==> config.mk <==
export PLATFORM = sky130hd
export DESIGN_NAME = wb_stage_multi_flat
export DESIGN_NICKNAME = d
export VERILOG_FILES = /design/src/rtl/wb_stage_multi_if.sv /design/src/rtl/wb_stage_multi.sv /design/src/flat_wrapper.sv
export SDC_FILE = /design/constraint.sdc
export NUM_CORES = 1
export LEC_CHECK = 0
export ABC_AREA = 1
export CAP_MARGIN = 20
export CORE_ASPECT_RATIO = 0.6
export CORE_MARGIN = 2
export CORE_UTILIZATION = 40
export CTS_CLUSTER_DIAMETER = 150
export DETAILED_ROUTE_END_ITERATION = 8
export PLACE_DENSITY = 0.91
export SETUP_SLACK_MARGIN = 0.5
export SKIP_LAST_GASP = 1
export SYNTH_ARGS = -nofsm -noshare
export SYNTH_HDL_FRONTEND = slang
export SYNTH_SLANG_ARGS = --single-unit
==> constraint.sdc <==
create_clock -name clk -period 4.5 [get_ports clk]
set_input_delay 0.45 -clock clk [delete_from_list [all_inputs] [get_ports clk]]
set_output_delay 0.45 -clock clk [all_outputs]
set_load 0.01 [all_outputs]
==> src/rtl/wb_stage_multi_if.sv <==
// Execute-to-writeback handshake plus register-file write ports for wb_stage_multi.
interface wb_stage_multi_if #(
  parameter int NUM_LANES  = 2,
  parameter int NUM_WPORTS = 2,
  parameter int XLEN       = 32,
  parameter int REG_AW     = 5
);
  localparam int LW = 1 + REG_AW + 2 * XLEN;

  logic                         flush;
  logic [NUM_LANES-1:0]         es_to_ws_valid;
  logic [NUM_LANES*LW-1:0]      es_to_ws_bus;
  logic                         ws_allowin;
  logic [NUM_WPORTS-1:0]        rf_we;
  logic [NUM_WPORTS*REG_AW-1:0] rf_waddr;
  logic [NUM_WPORTS*XLEN-1:0]   rf_wdata;
  logic [NUM_WPORTS*XLEN-1:0]   rf_pc;
  logic                         ws_busy;

  modport master (
    output flush, es_to_ws_valid, es_to_ws_bus,
    input  ws_allowin, rf_we, rf_waddr, rf_wdata, rf_pc, ws_busy
  );

  modport slave (
    input  flush, es_to_ws_valid, es_to_ws_bus,
    output ws_allowin, rf_we, rf_waddr, rf_wdata, rf_pc, ws_busy
  );
endinterface

==> src/rtl/wb_stage_multi.sv <==
// Multi-lane writeback stage: holds one issue group and drains its register writes
// through NUM_WPORTS ports, oldest lanes first, with intra-group WAW squash.
module wb_stage_multi #(
  parameter int NUM_LANES  = 2,
  parameter int NUM_WPORTS = 2,
  parameter int XLEN       = 32,
  parameter int REG_AW     = 5
) (
  input logic clk,
  input logic reset,
  wb_stage_multi_if.slave ws
);
  localparam int LW = 1 + REG_AW + 2 * XLEN;

  logic                         r_ws_valid;
  logic [NUM_LANES-1:0]         r_pend;
  logic [REG_AW-1:0]            r_dest   [NUM_LANES];
  logic [XLEN-1:0]              r_result [NUM_LANES];
  logic [XLEN-1:0]              r_pc     [NUM_LANES];

  logic [NUM_LANES-1:0]         w_in_we;
  logic [REG_AW-1:0]            w_in_dest   [NUM_LANES];
  logic [XLEN-1:0]              w_in_result [NUM_LANES];
  logic [XLEN-1:0]              w_in_pc     [NUM_LANES];
  logic [NUM_LANES-1:0]         w_squash;
  logic [NUM_LANES-1:0]         w_cap_pend;
  logic [NUM_LANES-1:0]         w_grant;
  logic [NUM_WPORTS-1:0]        w_rf_we;
  logic [NUM_WPORTS*REG_AW-1:0] w_rf_waddr;
  logic [NUM_WPORTS*XLEN-1:0]   w_rf_wdata;
  logic [NUM_WPORTS*XLEN-1:0]   w_rf_pc;
  logic                         w_ready_go;
  logic                         w_allowin;
  logic                         w_capture;

  always_comb begin
    for (int i = 0; i < NUM_LANES; i++) begin
      w_in_pc[i]     = ws.es_to_ws_bus[i*LW +: XLEN];
      w_in_result[i] = ws.es_to_ws_bus[i*LW + XLEN +: XLEN];
      w_in_dest[i]   = ws.es_to_ws_bus[i*LW + 2*XLEN +: REG_AW];
      w_in_we[i]     = ws.es_to_ws_bus[i*LW + 2*XLEN + REG_AW];
    end
  end

  // Youngest writer of a register wins; older lanes aimed at the same dest are dropped.
  always_comb begin
    w_squash   = '0;
    w_cap_pend = '0;
    for (int i = 0; i < NUM_LANES; i++) begin
      for (int j = i + 1; j < NUM_LANES; j++) begin
        if (ws.es_to_ws_valid[j] && w_in_we[j] && (w_in_dest[j] == w_in_dest[i]))
          w_squash[i] = 1'b1;
      end
      w_cap_pend[i] = ws.es_to_ws_valid[i] && w_in_we[i] && (w_in_dest[i] != '0) && !w_squash[i];
    end
  end

  // Reset also masks grants so nothing reaches the register file once it asserts.
  always_comb begin
    int cnt;
    cnt        = 0;
    w_grant    = '0;
    w_rf_we    = '0;
    w_rf_waddr = '0;
    w_rf_wdata = '0;
    w_rf_pc    = '0;
    for (int i = 0; i < NUM_LANES; i++) begin
      if (r_ws_valid && !ws.flush && !reset && r_pend[i] && (cnt < NUM_WPORTS)) begin
        w_grant[i]                         = 1'b1;
        w_rf_we[cnt]                       = 1'b1;
        w_rf_waddr[cnt*REG_AW +: REG_AW]   = r_dest[i];
        w_rf_wdata[cnt*XLEN +: XLEN]       = r_result[i];
        w_rf_pc[cnt*XLEN +: XLEN]          = r_pc[i];
        cnt                                = cnt + 1;
      end
    end
  end

  assign w_ready_go = ((r_pend & ~w_grant) == '0);
  assign w_allowin  = !r_ws_valid || w_ready_go;
  assign w_capture  = w_allowin && !ws.flush && (|ws.es_to_ws_valid);

  always_ff @(posedge clk) begin
    if (reset) begin
      r_ws_valid <= 1'b0;
      r_pend     <= '0;
    end else if (w_allowin) begin
      if (w_capture) begin
        r_ws_valid <= 1'b1;
        r_pend     <= w_cap_pend;
      end else begin
        r_ws_valid <= 1'b0;
        r_pend     <= '0;
      end
    end else if (ws.flush) begin
      r_ws_valid <= 1'b0;
      r_pend     <= '0;
    end else begin
      r_pend <= r_pend & ~w_grant;
    end
  end

  always_ff @(posedge clk) begin
    if (w_capture) begin
      for (int i = 0; i < NUM_LANES; i++) begin
        r_dest[i]   <= w_in_dest[i];
        r_result[i] <= w_in_result[i];
        r_pc[i]     <= w_in_pc[i];
      end
    end
  end

  assign ws.ws_allowin = w_allowin;
  assign ws.ws_busy    = r_ws_valid;
  assign ws.rf_we      = w_rf_we;
  assign ws.rf_waddr   = w_rf_waddr;
  assign ws.rf_wdata   = w_rf_wdata;
  assign ws.rf_pc      = w_rf_pc;
endmodule

==> src/flat_wrapper.sv <==
// flat-port wrapper written by rule: the top's interface ports become plain ports
module wb_stage_multi_flat 
#(
  parameter int NUM_LANES  = 2,
  parameter int NUM_WPORTS = 2,
  parameter int XLEN       = 32,
  parameter int REG_AW     = 5
)
  (clk, reset, ws_flush, ws_es_to_ws_valid, ws_es_to_ws_bus, ws_ws_allowin, ws_rf_we, ws_rf_waddr, ws_rf_wdata, ws_rf_pc, ws_ws_busy);
  wb_stage_multi_if #(.NUM_LANES(NUM_LANES), .NUM_WPORTS(NUM_WPORTS), .XLEN(XLEN), .REG_AW(REG_AW)) ws_i ();
  input logic clk;
  input logic reset;
  input wire logic [$bits(ws_i.flush)-1:0] ws_flush;
  input wire logic [$bits(ws_i.es_to_ws_valid)-1:0] ws_es_to_ws_valid;
  input wire logic [$bits(ws_i.es_to_ws_bus)-1:0] ws_es_to_ws_bus;
  output wire logic [$bits(ws_i.ws_allowin)-1:0] ws_ws_allowin;
  output wire logic [$bits(ws_i.rf_we)-1:0] ws_rf_we;
  output wire logic [$bits(ws_i.rf_waddr)-1:0] ws_rf_waddr;
  output wire logic [$bits(ws_i.rf_wdata)-1:0] ws_rf_wdata;
  output wire logic [$bits(ws_i.rf_pc)-1:0] ws_rf_pc;
  output wire logic [$bits(ws_i.ws_busy)-1:0] ws_ws_busy;
  assign ws_i.flush = ws_flush;
  assign ws_i.es_to_ws_valid = ws_es_to_ws_valid;
  assign ws_i.es_to_ws_bus = ws_es_to_ws_bus;
  assign ws_ws_allowin = ws_i.ws_allowin;
  assign ws_rf_we = ws_i.rf_we;
  assign ws_rf_waddr = ws_i.rf_waddr;
  assign ws_rf_wdata = ws_i.rf_wdata;
  assign ws_rf_pc = ws_i.rf_pc;
  assign ws_ws_busy = ws_i.ws_busy;
  wb_stage_multi #(.NUM_LANES(NUM_LANES), .NUM_WPORTS(NUM_WPORTS), .XLEN(XLEN), .REG_AW(REG_AW)) u_core (.clk(clk), .reset(reset), .ws(ws_i));
endmodule
==> out/metrics.cfg <==
[min_path]
hold_end = u_core.r_pend[1]
hold_start = u_core.r_pend[1]
min_path_type = reg2reg
hold_path_depth = 2

[placement]
placed_area_um2 = 8790
place_congestion = 0.9048
hpwl_mm = 12.48
io_buffers = 286

[layout]
nets = 933
fill_cells = 997
final_common_cell = clkdlybuf4s50_1
num_antenna_cells = 0
final_area_um2 = 9409
synthToLayoutAreaGrowth_pct = 63.55
drive_gt1_share_pct = 5.743
final_cell_mix = 286 x clkdlybuf4s50_1, 149 x nand2_1, 138 x edfxtp_1

[clock_tree]
postCtsSetupRepairBufs = 0
hold_buffers = 0
clockRootBuffer = clkbuf_16
post_cts_resized = 0
clk_pin_slew_ns = 0.06
cts.sinks = 141
cts_tree = built
cts_buffer_depth = 2
clock_latency_ns = 0.40
cts_max_level = 4
cts_buffers = 17

[setup_path]
path_class = in2out
crit_chain = clkdlybuf4s50_1 -> inv_2 -> nand3_2 -> inv_2 -> nand2_4 -> inv_2 -> buf_4 -> nand2_1 -> o21ai_0 -> clkdlybuf4s50_1
cp_max_fo = 37
critPathLaunchType = input pin
worstPathArrival_ns = 3.12
cpPeakStageDelay_ns = 0.59
rr_endpoint = u_core.r_pc[0][8]
crit_top_cell = inv_2
cp_slowest_cell = clkdlybuf4s50_1
required_ns = 4.05
rrSetupSlack_ns = 2.02
r2r_cells = 5
critPathCaptureType = output pin
rr_startpoint = u_core.r_pend[0]

[synthesis]
synth_seq_area_share_pct = 73.08
yosysTopAreaCell = edfxtp_1
synth_cell_types = 21
syn_inst = 504
avgSynthCellArea_um2 = 11.41
ys_seq_elements = 141
syn_area_um2 = 5753
synth_nets = 649
synth_area_leaders = edfxtp_1 72%, nand2_1 9.7%, nor2_1 5.2%
synth_top_area_share_pct = 72.03
synth_warnings = 0

[die]
row_count = 33
dieArea_um2 = 15390
io-pin-count = 287
initial_core_util_pct = 41.59
core_um2 = 13830
chipWidth_um = 158.8
die_h_um = 96.90

[timing]
report.final.slew_viol_count = 0
fin_tns_setup_ns = 0
post-route-min-period_ns = 3.570
finalCritPeriodShare_pct = 79.32
hold_viol = 0
setup_violations = 0
timing.fmax_ghz = 0.2801
rsz0062_at_grt = false
worstMarginPinSlew_ns = 0.8137
maxSlewHeadroom_pct = 45.75
skew_ns = 0.009057

[drt]
dr.pass1.iters = 4
wirelength_mm = 17.44
wl_per_cell_um = 17.56
drc = 0
drtIter0Drc = 435
ant_nets = 0
num_vias = 4830
via_per_inst = 4.864

[grt]
grt_pass1_wl_mm = 26.41
gr-total-overflow = 0
grt_usage_pct = 22.40
antenna_found_initial = 0
grt_max_degree = 88
grt_pass1_vias = 4924

[power_and_ir_drop]
swShare_pct = 19.82
internal-power_uw = 2585
p_clk_share_pct = 45.7
power_frac_seq_pct = 48.1
switchingPower_uw = 639.1
peakVddDrop_v = 0.0002268
p_leak_uw = 0.003164
combPwrFrac_pct = 6.1
power_density_nw_per_um2 = 342.6

[run]
cap_viol_max_count = 0

[status]
outcome = complete, no violations

-- kinds of logic after synthesis --
logic type                Yosys count  synth area share (%)
AOI/OAI and AO/OA                  73                 6.525
xor gates and xnor gates            1                0.1523
buffers and inverters              49                 4.110
DFF                               141                 73.08
and+or+nand+nor                   240                 16.14
-- cells in the mapped netlist --
| cell | count |
|---|---|
| nand2_1 | 149 |
| edfxtp_1 | 138 |
| nor2_1 | 80 |
| o21ai_1 | 40 |
| o21ai_0 | 27 |
| clkbuf_1 | 18 |
| inv_1 | 16 |
| nand3_1 | 7 |
| buf_6 | 5 |
| inv_2 | 4 |
| buf_2 | 3 |
| buf_4 | 3 |
| dfxtp_1 | 3 |
| o31ai_1 | 3 |
| a21oi_1 | 2 |
| nand2_4 | 1 |
| nand3_2 | 1 |
| nand4_1 | 1 |
| nor2_2 | 1 |
| o211ai_1 | 1 |
| xor2_1 | 1 |
-- critical path, delay by kind of cell --
| kind | cells | cell delay [ns] |
|---|---|---|
| AO/OA/AOI/OAI | 1 | 0.21 |
| buffers and inverters | 6 | 2.16 |
| AND/OR/NAND/NOR | 3 | 0.30 |
-- how the worst max path moves through the flow --
| stage | cells after the start | slack, ns | startpoint | endpoint |
|---|---|---|---|---|
| after floorplan | 5 | 1.15 | ws_flush | u_core.r_dest[0][0] |
| after global placement | 10 | 1.0 | reset | ws_rf_wdata[5] |
| after detailed placement | 10 | 0.93 | reset | ws_rf_wdata[21] |
| after CTS | 10 | 0.92 | reset | ws_rf_wdata[21] |
| after global routing | 10 | 0.73 | reset | ws_rf_wdata[8] |
| final | 10 | 0.93 | reset | ws_rf_wdata[10] |
-- through the flow --
step | std cells | utilization (%) | setup WS, ns | hold slack, ns | power [uW]
after detailed placement | 961 | 63.55 | 0.9263 | 0.5410 | 1776
after global placement | 961 | 63.55 | 0.9981 | 0.5438 | 1766
after floorplan | 504 | - | 1.152 | 0.5020 | 1622
after global routing | 993 | 68.02 | 0.7261 | 0.5789 | 3330
after CTS | 993 | 68.02 | 0.9216 | 0.5490 | 3250
final | 993 | 68.02 | 0.9305 | 0.5538 | 3224
-- sequential cells by signal (all words and copies together), names as in the netlist --
signal	flops
u_core.r_result	64
u_core.r_pend	2
u_core.ws.ws_busy	1
u_core.r_pc	64
u_core.r_dest	10
-- power by group through the flow --
stage | sequential, uW | combinational, uW | clock (uW)
finish | 1550 | 198 | 1470
global route | 1560 | 212 | 1560
CTS | 1550 | 199 | 1500
detailed placement | 1580 | 198 | 0
global placement | 1570 | 191 | 0
floorplan | 1580 | 44.7 | 0
-- final cells by class --
cell class,instances,area [um^2],share of cell area [%]
repair buffers,294,2948,31.33
well taps,192,240.2,2.553
clock buffers,19,432.9,4.601
clock inverters,13,186.4,1.981
multi-input cells,314,1318,14.00
flip-flops and latches,141,4205,44.69
inverters,20,78.83,0.8378
-- layer usage --
layer	vias up	GRT usage [%]	wire length, um
li1	2282	-	-
met1	2309	27.09	6906
met2	223	39.40	8770
met3	16	7.118	1589
met4	0	5.011	170
met5	-	0	0
Note: power is estimated with default switching activity, not from simulation.
